File: config.mk
export PLATFORM = sky130hd
export DESIGN_NAME = bcd
export DESIGN_NICKNAME = d
export VERILOG_FILES = /design/src/rtl/bcd_pkg.sv /design/src/rtl/bcd_bin2bcd.sv /design/src/rtl/bcd.sv
export SDC_FILE = /design/constraint.sdc
export NUM_CORES = 1
export LEC_CHECK = 0
export CORE_ASPECT_RATIO = 0.5
export CORE_MARGIN = 2
export CORE_UTILIZATION = 45
export DETAILED_ROUTE_END_ITERATION = 8
export GPL_TIMING_DRIVEN = 0
export HOLD_SLACK_MARGIN = 0.03
export SKIP_LAST_GASP = 1
export SLEW_MARGIN = 0
export SYNTH_ARGS = -nofsm -noshare
export SYNTH_HDL_FRONTEND = slang
export SYNTH_HIERARCHICAL = 1
export SYNTH_SLANG_ARGS = --single-unit
export TNS_END_PERCENT = 20
File: constraint.sdc
create_clock -name clk -period 19.4 [get_ports clk]
set_input_delay 3.88 -clock clk [delete_from_list [all_inputs] [get_ports clk]]
set_output_delay 3.88 -clock clk [all_outputs]
set_load 0.02 [all_outputs]
File: src/rtl/bcd_pkg.sv
// Shared constants and types for the three-digit BCD display path.
// Other display blocks import the BCD types from here as well.
package bcd_pkg;

    localparam int BCD_DIGITS = 3;
    localparam int CNT_MAX    = 999;

    typedef logic [3:0]              bcd_digit_t;
    typedef logic [BCD_DIGITS*4-1:0] bcd3_t;

endpackage

File: src/rtl/bcd_bin2bcd.sv
// Combinational double-dabble (shift-add-3) for a 10-bit binary value in 0..999.
// Produces three packed BCD digits: [3:0] ones, [7:4] tens, [11:8] hundreds.
module bin2bcd
    import bcd_pkg::*;
(
    input  logic [9:0] i_bin,
    output bcd3_t      o_bcd
);

    // Scratch register: BCD digits on top, binary shifted out of the bottom.
    logic [BCD_DIGITS*4+9:0] w_sr;

    always_comb begin
        w_sr = {{(BCD_DIGITS*4){1'b0}}, i_bin};
        for (int i = 0; i < 10; i++) begin
            for (int d = 0; d < BCD_DIGITS; d++) begin
                if (w_sr[10+4*d +: 4] >= 4'd5) begin
                    w_sr[10+4*d +: 4] = w_sr[10+4*d +: 4] + 4'd3;
                end
            end
            w_sr = w_sr << 1;
        end
    end

    assign o_bcd = w_sr[BCD_DIGITS*4+9:10];

endmodule

File: src/rtl/bcd.sv
// Three-digit BCD up/down counter with a tick divider, switch-controlled
// direction/step/clear, and a registered packed-BCD output.
module bcd
    import bcd_pkg::*;
#(
    parameter int TICK_DIV = 1
) (
    input  logic  clk,
    input  logic  rst,
    input  logic  SWITCH1,
    input  logic  SWITCH2,
    input  logic  SWITCH3,
    input  logic  SWITCH4,
    output bcd3_t dec_out
);

    localparam int                 DIV_W    = (TICK_DIV > 1) ? $clog2(TICK_DIV) : 1;
    localparam logic [DIV_W-1:0]   DIV_LAST = DIV_W'(TICK_DIV - 1);
    localparam logic [10:0]        CNT_MOD  = 11'(CNT_MAX + 1);

    logic [DIV_W-1:0] r_div;
    logic [9:0]       r_cnt;

    logic             w_tick;
    logic [10:0]      w_step;
    logic [10:0]      w_sum;
    logic [10:0]      w_diff;
    logic [9:0]       w_up;
    logic [9:0]       w_dn;
    logic [9:0]       w_next;
    bcd3_t            w_bcd;

    assign w_tick = (r_div == DIV_LAST);

    always_comb begin
        w_step = SWITCH3 ? 11'd10 : 11'd1;
        w_sum  = {1'b0, r_cnt} + w_step;
        w_diff = {1'b0, r_cnt} - w_step;
        w_up   = (w_sum >= CNT_MOD) ? 10'(w_sum - CNT_MOD) : w_sum[9:0];
        // A borrow leaves bit 10 set; adding the modulus back folds it into 0..999.
        w_dn   = w_diff[10] ? 10'(w_diff + CNT_MOD) : w_diff[9:0];

        w_next = r_cnt;
        if (SWITCH4) begin
            w_next = 10'd0;
        end else if (SWITCH1 && !SWITCH2) begin
            w_next = w_up;
        end else if (SWITCH2 && !SWITCH1) begin
            w_next = w_dn;
        end
    end

    bin2bcd u_bin2bcd (
        .i_bin (r_cnt),
        .o_bcd (w_bcd)
    );

    always_ff @(posedge clk or negedge rst) begin
        if (!rst) begin
            r_div   <= '0;
            r_cnt   <= 10'd0;
            dec_out <= '0;
        end else begin
            r_div <= w_tick ? '0 : r_div + DIV_W'(1);
            if (w_tick) begin
                r_cnt <= w_next;
            end
            dec_out <= w_bcd;
        end
    end

endmodule

==> impl_metrics.py <==
metrics = {
    "outcome": {
        "status": "finished, final reports clean",
    },
    "synthesis": {
        "yosysSeqAreaShare_pct": 15.0,
        "synth_top_area_share_pct": 15.0,
        "synth_fa_ha_area_share_pct": 8.87,
        "synthTopCellsByArea": "dfrtp_1, ha_1, a21oi_1",
        "synth_common_cells": "nor2_1, a21oi_1, nand2_1, inv_1",
        "ys_warn_count": 6,
        "synth_compound_area_share_pct": 39.4,
        "yosys.area_share.simple_pct": 23.1,
        "synth-xor-area-share_pct": 4.61,
        "yosysUniqueCellTypes": 98,
        "postSynthCellCount": 455,
        "yosysMostFrequentCell": "nor2_1",
        "async_flop_share_pct": 100,
        "synth.area.mux_share_pct": 3.34,
        "synth_largest_area_cell": "dfrtp_1",
        "synth.avg_cell_area_sq_um": 8.06,
        "synth_top_family_by_area": "compound AO/OA/AOI/OAI gates",
        "synth-seq-cells": 22,
        "synth_enable_flop_cells": 0,
        "syn-cell-area_sq_mm": 0.00367,
        "synth_ff_type": "dfrtp_1",
        "synth_nets": 485,
    },
    "cts": {
        "cts_resized": 0,
        "cts_hold_buffers": 0,
        "htreeDepth": 1,
        "clkTransAtPathRegs_ns": 0.07,
        "cts_tree": "done",
        "root_buffer": "clkbuf_16",
        "post_cts_buffers": 0,
        "numCtsBuffers": 3,
        "clock_sinks": 22,
        "clockBufferDepth": 2,
        "clock_latency_ns": 0.26,
    },
    "placed_design": {
        "gp_congestion": 0.849,
        "io_buffers": 16,
        "hpwl_um": 7150,
        "dp_cells": 583,
    },
    "routing": {
        "ant_nets": 0,
        "post-route-drc-count": 0,
        "m1WireLength_um": 4700,
        "vias_per_cell": 6.22,
        "wire_per_inst_um": 15.9,
        "drt_iter0_markers": 312,
        "dr_wl_met2_um": 4080,
        "num_vias": 3653,
        "top_layer_used": "met4",
        "wirelength_um": 9310,
        "detail_route.first_pass.iterations": 6,
        "wl_met3_um": 473,
    },
    "global_route": {
        "grt_max_degree": 23,
        "antenna_found_initial": 0,
        "grt_pass1_wl_um": 15500,
        "grt_usage_pct": 21.0,
        "overflow": 0,
        "grt_pass1_vias": 3175,
    },
    "power_and_ir_drop": {
        "power_leakage_uw": 0.00152,
        "p_sw_uw": 447,
        "p_clk_share_pct": 7.0,
        "powerDensity_mw_per_mm2": 208,
        "internal_power_uw": 401,
        "ir_drop_mv": 0.0910,
        "combPwrFrac_pct": 84.2,
        "switching_share_pct": 52.7,
        "p_seq_share_pct": 8.8,
    },
    "floorplan": {
        "initial_core_util_pct": 46.2,
        "rows": 23,
        "core_sq_mm": 0.00794,
        "die_h_um": 67.8,
        "io_pins": 18,
        "die-area_sq_mm": 0.00893,
        "dieWidth_um": 132,
    },
    "sta": {
        "final_max_slew_viol_count": 0,
        "slew-limit-headroom_pct": 34.5,
        "fin_crit_sh_pct": 43.0,
        "fin_skew_ns": 0.00387,
        "tightestPinTransition_ns": 0.979,
        "setup_tns_ns": 0,
        "fin_crit_ns": 8.34,
        "fmax_mhz": 120,
        "hold_violations": 0,
        "setup_viol": 0,
        "rsz0062_at_grt": "false",
    },
    "final_layout": {
        "area_growth_pct": 11.1,
        "n_antenna_cell": 0,
        "nets": 506,
        "drive_gt1_share_pct": 12.4,
        "instances_no_fill": 587,
    },
    "run": {
        "maxCapViolCount": 0,
    },
    "worst_setup_path": {
        "crit_type": "reg -> reg",
        "worstPathArrival_ns": 8.48,
        "critPathSlowestCell": "dfrtp_1",
        "start_kind": "flip-flop",
        "slowest_delay_ns": 0.63,
        "crit_top_cell": "ha_1",
        "required_ns": 19.54,
        "crit_fanout": 14,
        "crit_path_end_kind": "flip-flop",
    },
    "hold_path": {
        "worstHoldPathType": "reg -> reg",
    },
}
[flip-flops by register name (all words and copies together) (netlist names)]
signal   flops
dec_out     12
r_cnt       10
[cell families after synthesis]
logic type      count (synthesis)
fa+ha+maj                      25
buf+inv                        51
compound gates                176
xor+xnor                       16
simple gates                  155
flops                          22
mux                            10
[metrics by stage]
step / setup WS (ns) / power, uW / util (%) / hold slack, ns / instance area, sq um
after detailed placement: 11.19 / 781 / 49.9 / 0.525 / 3970
after global placement: 11.22 / 780 / 49.9 / 0.517 / 3970
after CTS: 11.15 / 843 / 51.3 / 0.540 / 4070
after floorplan: 12.27 / 654 / - / 0.495 / 3670
final: 11.06 / 848 / 51.3 / 0.534 / 4070
after global routing: 10.23 / 933 / 51.3 / 0.568 / 4070
[power groups by stage]
stage | Sequential (uW) | Combinational, uW | Clock, uW
after global placement | 75.6 | 704 | 0
final | 74.5 | 714 | 59.1
after detailed placement | 75.6 | 705 | 0
after floorplan | 84.4 | 569 | 0
after global routing | 76.5 | 794 | 62.6
after CTS | 74.7 | 708 | 60.1
[worst max-delay path, delay by kind of cell, from the launching register on]
kind	cells	cell delay (ns)
compound gates	10	2.51
xor+xnor	2	0.48
fa+ha+maj	7	1.91
buf+inv	6	0.85
flops	1	0.63
mux	1	0.13
simple gates	8	1.73
[layout by cell type, fill, tap and decap left out, types with 5 or more instances in the layout]
cell type,count
and2_1,5
clkbuf_1,17
xnor2_1,10
nor3_1,12
or4_1,7
o211ai_1,8
mux2i_1,6
a21o_1,5
ha_1,22
inv_1,27
clkdlybuf4s50_1,16
or3_1,6
o22ai_1,5
a21oi_1,32
nor2b_1,9
nor4_1,7
o311ai_0,7
o21ai_0,15
nand3_1,11
a31oi_1,9
a211oi_2,5
o31ai_1,6
nor2_1,35
dfrtp_1,22
a211o_1,5
a211oi_1,6
nand2_1,31
[path summary, 6_finish.rpt]
check	from	end	slack (ns)	cells after the start
max	r_cnt[7]$_DFFE_PN0P_	dec_out[7]$_DFF_PN0_	11.06	34
min reg2reg	r_cnt[0]$_DFFE_PN0P_	dec_out[0]$_DFF_PN0_	0.53	1
min	r_cnt[0]$_DFFE_PN0P_	dec_out[0]$_DFF_PN0_	0.53	1
max in group asynchronous	rst	r_cnt[5]$_DFFE_PN0P_	14.64	1
min in group asynchronous	rst	dec_out[11]$_DFF_PN0_	4.15	1
max reg2reg	r_cnt[7]$_DFFE_PN0P_	dec_out[7]$_DFF_PN0_	11.06	34
[layout make-up]
type,count,area [sq um]
Sequential cell,22,551
Fill cell,785,3870
Clock buffer,3,75.1
Tap cell,112,140
Clock inverter,1,30.0
Buffer,22,97.6
Multi-Input combinational cell,382,2910
Timing Repair Buffer,16,160
Inverter,29,109
[metal layers]
metal,up-vias,GRT usage (%)
met2,112,35.7
met4,0,2.72
met5,-,0
met3,6,2.52
li1,1804,-
met1,1731,29.9
(Power assumes the default switching activity.)
